### src/rtl/stream_mux_pkg.sv
// stream_mux_pkg: shared arbitration mode constants and width helper
package stream_mux_pkg;
    localparam int MODE_RR    = 0;
    localparam int MODE_FIXED = 1;

    // Never returns less than 1, so a select bus always has at least one bit.
    function automatic int clog2(input int n);
        int r;
        r = 1;
        for (int i = 1; i < 32; i++) if ((1 << i) < n) r = i + 1;
        return r;
    endfunction
endpackage

### src/rtl/rr_arbiter.sv
// rr_arbiter: combinational round-robin / fixed-priority grant
module rr_arbiter
    import stream_mux_pkg::*;
#(
    parameter int CHANNELS = 4,
    parameter int MODE     = MODE_RR,
    localparam int SEL_W   = clog2(CHANNELS)
) (
    input  logic [CHANNELS-1:0] req,
    input  logic [SEL_W-1:0]    ptr,
    output logic [CHANNELS-1:0] gnt,
    output logic [SEL_W-1:0]    gnt_idx
);
    logic found;
    int   j;

    // Walk from ptr upward with wrap; fixed priority always walks from 0.
    always_comb begin
        gnt     = '0;
        gnt_idx = '0;
        found   = 1'b0;
        j       = 0;
        for (int k = 0; k < CHANNELS; k++) begin
            j = (MODE == MODE_FIXED) ? k : (int'(ptr) + k) % CHANNELS;
            if (!found && |(req & (CHANNELS'(1) << j))) begin
                found   = 1'b1;
                gnt     = CHANNELS'(1) << j;
                gnt_idx = SEL_W'(j);
            end
        end
    end
endmodule

### src/rtl/stream_mux_rr.sv
// stream_mux_rr: arbitrated N-to-1 stream mux with a registered output stage
module stream_mux_rr
    import stream_mux_pkg::*;
#(
    parameter int WIDTH    = 8,
    parameter int CHANNELS = 4,
    parameter int MODE     = MODE_RR,
    localparam int SEL_W   = clog2(CHANNELS)
) (
    input  logic                      clk,
    input  logic                      rst,
    input  logic [CHANNELS*WIDTH-1:0] in_data,
    input  logic [CHANNELS-1:0]       in_valid,
    output logic [CHANNELS-1:0]       in_ready,
    output logic [WIDTH-1:0]          out_data,
    output logic                      out_valid,
    input  logic                      out_ready,
    output logic [SEL_W-1:0]          out_sel
);
    logic [SEL_W-1:0]    ptr;
    logic [CHANNELS-1:0] gnt;
    logic [SEL_W-1:0]    gnt_idx;
    logic [WIDTH-1:0]    sel_data;
    logic                load_en;
    logic                xfer;

    rr_arbiter #(.CHANNELS(CHANNELS), .MODE(MODE)) u_arb (
        .req    (in_valid),
        .ptr    (ptr),
        .gnt    (gnt),
        .gnt_idx(gnt_idx)
    );

    always_comb begin
        load_en  = !out_valid || out_ready;
        xfer     = !rst && load_en && |in_valid;
        in_ready = xfer ? gnt : '0;
        sel_data = '0;
        for (int k = 0; k < CHANNELS; k++) if (gnt[k]) sel_data = in_data[k*WIDTH +: WIDTH];
    end

    always_ff @(posedge clk) begin
        if (rst) begin
            out_valid <= 1'b0;
            out_data  <= '0;
            out_sel   <= '0;
            ptr       <= '0;
        end else if (xfer) begin
            out_valid <= 1'b1;
            out_data  <= sel_data;
            out_sel   <= gnt_idx;
            if (MODE == MODE_RR) ptr <= (gnt_idx == SEL_W'(CHANNELS - 1)) ? '0 : gnt_idx + 1'b1;
        end else if (out_ready) begin
            out_valid <= 1'b0;
        end
    end
endmodule

### config.mk
export PLATFORM = sky130hd
export DESIGN_NAME = stream_mux_rr
export DESIGN_NICKNAME = d
export VERILOG_FILES = /design/src/rtl/stream_mux_pkg.sv /design/src/rtl/rr_arbiter.sv /design/src/rtl/stream_mux_rr.sv
export SDC_FILE = /design/constraint.sdc
export NUM_CORES = 1
export LEC_CHECK = 0
export BUFFER_PORTS_ARGS = -buffer_cell sky130_fd_sc_hd__buf_2
export CAP_MARGIN = 5
export CORE_MARGIN = 4
export CORE_UTILIZATION = 40
export CTS_BUF_LIST = sky130_fd_sc_hd__clkbuf_16
export CTS_CLUSTER_SIZE = 12
export DETAILED_ROUTE_END_ITERATION = 12
export PLACE_DENSITY_LB_ADDON = 0.15
export SYNTH_ARGS = -nofsm -noshare
export SYNTH_HDL_FRONTEND = slang
export SYNTH_HIERARCHICAL = 1
export SYNTH_SLANG_ARGS = --single-unit
### constraint.sdc
create_clock -name clk -period 4.6 [get_ports clk]
set_clock_uncertainty 0.15 [all_clocks]
set_input_delay 0.69 -clock clk [delete_from_list [all_inputs] [get_ports clk]]
set_output_delay 0.69 -clock clk [all_outputs]
set_load 0.02 [all_outputs]
=== Word-level counts from Yosys, hierarchy flattened ===
Cells that the tools add are included.

* Reductions and logical operators: 21
* Bitwise logic cells: 8
* Shift operators: 4
* Multiplexer cells: 19
* Add/sub/neg operators: 4
* Equality and inequality tests: 1

{| class="wikitable"
|+ Operators with widths
! kind !! number
|-
| 32-bit 2-to-1 mux || 5
|-
| 1-bit by 32-bit left shift with 4-bit output, first input constant || 4
|-
| 32-bit by 3-bit adder with 32-bit output, second input constant || 2
|-
| 32-bit by 1-bit adder with 32-bit output, second input constant || 1
|-
| 32-bit by 2-bit adder with 32-bit output, second input constant || 1
|-
| 32-bit by 2-bit == test with 1-bit output, second input constant || 1
|-
| 8-bit 2-to-1 mux || 4
|-
| 4-bit 2-to-1 mux || 5
|-
| 4-bit OR reduction || 5
|-
| 4-bit bitwise AND || 4
|-
| 2-bit OR reduction || 4
|-
| 1-bit logical AND || 5
|-
| 1-bit zero test || 5
|-
| 1-bit 2-to-1 mux || 5
|-
| 1-bit bitwise AND || 4
|-
| 2-bit nonzero test || 1
|-
| 1-bit logical OR || 1
|}

* Register bits after elaboration: 73

=== Depth between registers and ports, before layout ===
* Word-level depth: 19
* Gate-level depth with buffers: 19
* Gate-level depth less buffers: 15

=== Cells and area by module ===
Netlist, hierarchy kept.

{| class="wikitable"
|+ Modules (own cells, without submodules)
! module !! cells an instance !! instances !! area each (µm²) !! seq. area each (µm²)
|-
| stream_mux_rr || 432 || 1 || 3,460.8 || 1,461.4
|-
| rr_arbiter || 135 || 1 || 922.1 || 0.0
|}

=== Worst setup path before layout ===
No wires, ideal clock.

* Path type: register to register
* Start point: reg ptr[0]
* End point: reg ptr[25]
* Path slack: -0.508 ns
* Arrival: 4.896 ns
* Cell stages (with the launch flop): 19
* Library setup time: 0.062 ns
* Data required time: 4.388 ns
* Path buffers: 4
* Path through: dfxtp_1 > clkbuf_1 > inv_1 > ha_1 > clkbuf_1 > mux2i_1 > o21ai_0 > or4_4 > o211ai_2 > nor3b_4 > nand3b_1 > nand2_1 > buf_4 > buf_2 > nand4_2 > nor4_4 > nand2_2 > or4_1 > nand3_1

* Longest elaborated chain between the ends: 17
* Elaborated cells on any way between the ends: 39

{| class="wikitable"
|+ RTL lines
! item !! RTL line !! text
|-
| start: declaration || stream_mux_rr.sv:20 || <nowiki>logic [SEL_W-1:0] ptr;</nowiki>
|-
| start signal: assignment || stream_mux_rr.sv:52 || <nowiki>if (MODE == MODE_RR) ptr <= (gnt_idx == SEL_W'(CHANNELS - 1)) ? '0 : gnt_idx + 1'b1;</nowiki>
|-
| branches (longest 14 deep; another with 32-bit by 2-bit adder with 32-bit output) || -- ||
|-
| 32-bit 2-to-1 mux (*) || rr_arbiter.sv:25 || <nowiki>if (!found && |(req & (CHANNELS'(1) << j))) begin</nowiki>
|-
| net gnt_idx[2] || stream_mux_rr.sv:22 || <nowiki>logic [SEL_W-1:0] gnt_idx;</nowiki>
|-
| 32-bit by 1-bit adder with 32-bit output / 32-bit by 2-bit == test with 1-bit output (equally long branches) || stream_mux_rr.sv:52 ||
|-
| 32-bit 2-to-1 mux (*) || stream_mux_rr.sv:52 ||
|}

Mark *: on every way through the listed nets, which the timed path passes.
A chain may end at the register's enable or synchronous reset.

=== Worst setup path in the final report ===
Ends and elaborated chain as after synthesis.

==> impl_table.tex <==
\begin{tabular}{lr}
\hline
Metric & Value \\
\hline
\multicolumn{2}{l}{\textbf{Timing}} \\
Sum of negative setup slack & 0 ns \\
FMAX & about 0.24 GHz \\
Total count of max-transition violations in the final report & 0 \\
Setup violation total in the final timing report & 0 \\
Max-slew headroom at the worst pin & 0.2195 \\
Transition at the pin with the smallest max-transition slack & about 1.2 ns \\
Share of the cycle needed by the critical path after routing & 0.8948 \\
Shortest period the worst path allows & 4.116 ns \\
Number of endpoints with negative hold slack in the final report & 0 \\
Worst Slack Setup Final & between 0.4 and 0.5 ns \\
Unrepaired setup endpoints after global routing & no \\
\multicolumn{2}{l}{\textbf{Placed design}} \\
Worst Setup Slack post-DPL & 0.4272 ns \\
Number of cells after detailed placement & 745 \\
Number of input and output port buffers inserted & 83 \\
Final Wtd Congestion & 0.8819 \\
HPWL after detailed placement & 8.176 mm \\
\multicolumn{2}{l}{\textbf{Flow run}} \\
Maxcap violations & 0 \\
\multicolumn{2}{l}{\textbf{Global route}} \\
Wire length of the first global-routing pass & 18.89 mm \\
GRT Resource Usage Total & 0.1825 \\
Vias in the first global route & 3759 \\
Gr ovfl total & 0 \\
Initial antenna violation count & 0 \\
Pin count of the biggest net entering global routing & 58 \\
\multicolumn{2}{l}{\textbf{Critical path}} \\
Crit path launch type & flip-flop \\
Critical Path RT & 4.73 ns \\
CP arrival & 4.24 ns \\
Worst Path Class, Setup & reg2reg \\
Critical register-to-register path startpoint & ptr[0] \\
Reg2Reg Setup Slack & 0.48 ns \\
FF-to-FF End & ptr[25] \\
CP endpoint kind & flip-flop \\
R2R depth & 14 \\
Maximum fanout count along the critical path & 56 \\
\multicolumn{2}{l}{\textbf{Synthesis}} \\
Count of mapped cells out of synthesis & 567 \\
Top cell type's share of synthesized area & 0.3334 \\
Top post-synthesis cells by area & sky130\_fd\_sc\_hd\_\_dfxtp\_1 (33\%), sky130\_fd\_sc\_hd\_\_nand2\_1 (8.9\%), sky130\_fd\_sc\_hd\_\_buf\_4 (5.3\%) \\
Post-Syn Nets & 613 \\
Cell with the most instances after synthesis & sky130\_fd\_sc\_hd\_\_nand2\_1 \\
Average size of a mapped cell & about 7.7 um2 \\
Number of distinct library cell variants in the gate-level netlist after synthesis & 53 \\
Number of flops mapped to enable cells by yosys & 0 \\
Cell area after synthesis & 4383 um2 \\
Async set or reset register ratio after synthesis & 0 \\
Area leader, netlist & sky130\_fd\_sc\_hd\_\_dfxtp\_1 \\
Leading cell types by count after synthesis & sky130\_fd\_sc\_hd\_\_nand2\_1 (104), sky130\_fd\_sc\_hd\_\_dfxtp\_1 (73), sky130\_fd\_sc\_hd\_\_a21oi\_1 (41) \\
Post-synthesis sequential area ratio & 0.3334 \\
Register bit count reported by yosys & 73 \\
Most common flop cell mapped by yosys & sky130\_fd\_sc\_hd\_\_dfxtp\_1 \\
Warnings from Yosys & 6 \\
\multicolumn{2}{l}{\textbf{Drt}} \\
Vias & 4090 \\
TritonRoute pass-1 iters & 5 \\
Final wirelength & 11.59 mm \\
Detailed router's first-iteration violation count & 197 \\
Average detailed-routed wire length per instance & 15.23 um \\
Vias per cell & between 5 and 6 \\
Post-route antenna net violation count & 0 \\
Residual DRC count & 0 \\
\multicolumn{2}{l}{\textbf{CTS}} \\
Setup Fix Bufs, Post-CTS & 0 \\
Clock Latency Late Sink & around 0.34 ns \\
CTS tree & built \\
Clk buf depth & 2 \\
Clock transition at the register clock pins on the worst setup and hold paths after CTS & 0.06 ns \\
H-tree depth & 3 \\
Clock tree root driver cell & sky130\_fd\_sc\_hd\_\_clkbuf\_16 \\
Number of sinks on the clock net & 73 \\
Number of buffers added by the clock tree synthesis step & 9 \\
\multicolumn{2}{l}{\textbf{Die}} \\
Core Rows & 37 \\
Top-level port count & 84 \\
Core area & 10510 um2 \\
Die height & 112.7 um \\
Starting utilization of the core area & 0.4171 \\
Die area & approximately 13000 um2 \\
Die Wd & 112.7 um \\
\multicolumn{2}{l}{\textbf{Min path}} \\
Type of the most critical hold path & reg2reg \\
Hold path startpoint & out\_sel[23] \\
Hold path depth & 2 \\
End of the worst hold path & out\_sel[23] \\
\multicolumn{2}{l}{\textbf{Pwr}} \\
Combinational Power Share & 0.370 \\
Switching Share & 0.3457 \\
Areal power density over the cells & 464.1 nW/um2 \\
Peak supply drop & 0.0001855 V \\
Clock network fraction of design power & 0.338 \\
Internal Power & 1566 uW \\
Static leakage & about 0.002 uW \\
Part of the total power dissipated in sequential elements & 0.292 \\
Net switching power & 827.2 uW \\
\multicolumn{2}{l}{\textbf{Final layout}} \\
Final non-filler cell total & 761 \\
Fill cell instance count of the final layout & 1007 \\
Share of post-route cells with drive strength above 1 & 0.2272 \\
Final nets & 666 \\
Antenna diodes & 0 \\
Synth-to-Final Area Change & 17.64\% \\
\multicolumn{2}{l}{\textbf{Run status}} \\
Run status & finished clean \\
\hline
\end{tabular}
-- per-layer routing --
| metal | share of wire | vias to the layer above | GRT usage | routed length (um) |
|---|---|---|---|---|
| met3 | 0.049 | 14 | 0.04313 | 568 |
| li1 | - | 2112 | - | - |
| met4 | 0.013 | 0 | 0.05529 | 150 |
| met2 | 0.46 | 98 | 0.2796 | 5327 |
| met5 | 0 | - | 0 | 0 |
| met1 | 0.48 | 1866 | 0.2540 | 5546 |
-- cells by family after synthesis --
kind of cell,synth area share
and+or+nand+nor,0.3197
AOI/OAI and AO/OA,0.1667
DFF,0.3334
buffers and inverters,0.08821
xor gates and xnor gates,0.05795
adders and majority gates,0.01998
muxes,0.01399
-- per-stage QoR --
step / hold slack (ns) / total power [uW] / instance area (um2) / util
floorplan: 0.2732 / 1307 / 4393 / -
global placement: 0.2897 / 1595 / 4805 / 0.4572
detailed placement: 0.2955 / 1596 / 4805 / 0.4572
CTS: 0.3035 / 2419 / 5150 / 0.4901
global route: 0.3229 / 2542 / 5156 / 0.4907
finish: 0.3004 / 2393 / 5156 / 0.4907
-- cells in the final DEF (no fill, tap or decap), drive strengths merged, types with 11 or more instances in the layout --
master,instances
dfxtp,73
nor4,16
a21oi,41
nor3,22
nand2,105
o21ai,30
nor2b,11
nand4,29
buf,105
nor2,35
xor2,18
a22oi,12
xnor2,11
nand3,18
-- sequential cells by signal, summed over array words and instances, names as in the netlist --
register / count
out_data: 8
out_valid: 1
out_sel: 32
ptr: 32
-- cell type report --
| type | count | area, um2 | share of cell area |
|---|---|---|---|
| inverter | 5 | 18.77 | 0.003640 |
| tap | 136 | 170.2 | 0.03300 |
| timing repair buffer | 105 | 593.1 | 0.1150 |
| sequential | 73 | 1461 | 0.2834 |
| clock buffer | 9 | 225.2 | 0.04368 |
| multi-input combinational | 426 | 2567 | 0.4979 |
| clock inverter | 7 | 120.1 | 0.02330 |
-- worst max-delay path by stage --
stage,from,end,slack (ns),cells past startpoint
after floorplan,ptr[0],ptr[25],0.12,18
after global placement,ptr[4],ptr[16],0.49,14
after detailed placement,ptr[2],ptr[14],0.43,14
after CTS,ptr[2],ptr[14],0.40,14
after global routing,ptr[0],ptr[15],0.10,15
final,ptr[0],ptr[25],0.48,14
-- what timing repair did --
| action | in CTS | in global routing |
|---|---|---|
| hold buffers | 0 | 0 |
| endpoints found under the setup margin | 0 | 9 |
| gates resized for setup | 0 | 1 |
-- critical path, cell delays in order (launching register included) --
cell and delay, ns:
sky130_fd_sc_hd__dfxtp_1 0.33, sky130_fd_sc_hd__inv_1 0.13, sky130_fd_sc_hd__ha_1 0.35, sky130_fd_sc_hd__mux2i_1 0.21, sky130_fd_sc_hd__o21ai_0 0.14, sky130_fd_sc_hd__or4_4 0.50, sky130_fd_sc_hd__o211ai_2 0.11, sky130_fd_sc_hd__nor3b_4 0.23
sky130_fd_sc_hd__nand3b_1 0.21, sky130_fd_sc_hd__nand2_8 0.35, sky130_fd_sc_hd__and4_1 0.38, sky130_fd_sc_hd__and3_1 0.34, sky130_fd_sc_hd__nand2_2 0.12, sky130_fd_sc_hd__or4_1 0.40, sky130_fd_sc_hd__nand3_1 0.09
-- power by group through the flow --
| stage | Clock [uW] | Sequential [uW] | Combinational, uW |
|---|---|---|---|
| 3_5_place_dp | 0 | 713 | 883 |
| 4_1_cts | 832 | 699 | 889 |
| 2_1_floorplan | 0 | 764 | 543 |
| 3_3_place_gp | 0 | 711 | 884 |
| 5_1_grt | 855 | 705 | 981 |
| 6_report | 808 | 698 | 886 |
Power figures use the tool's default switching activity.
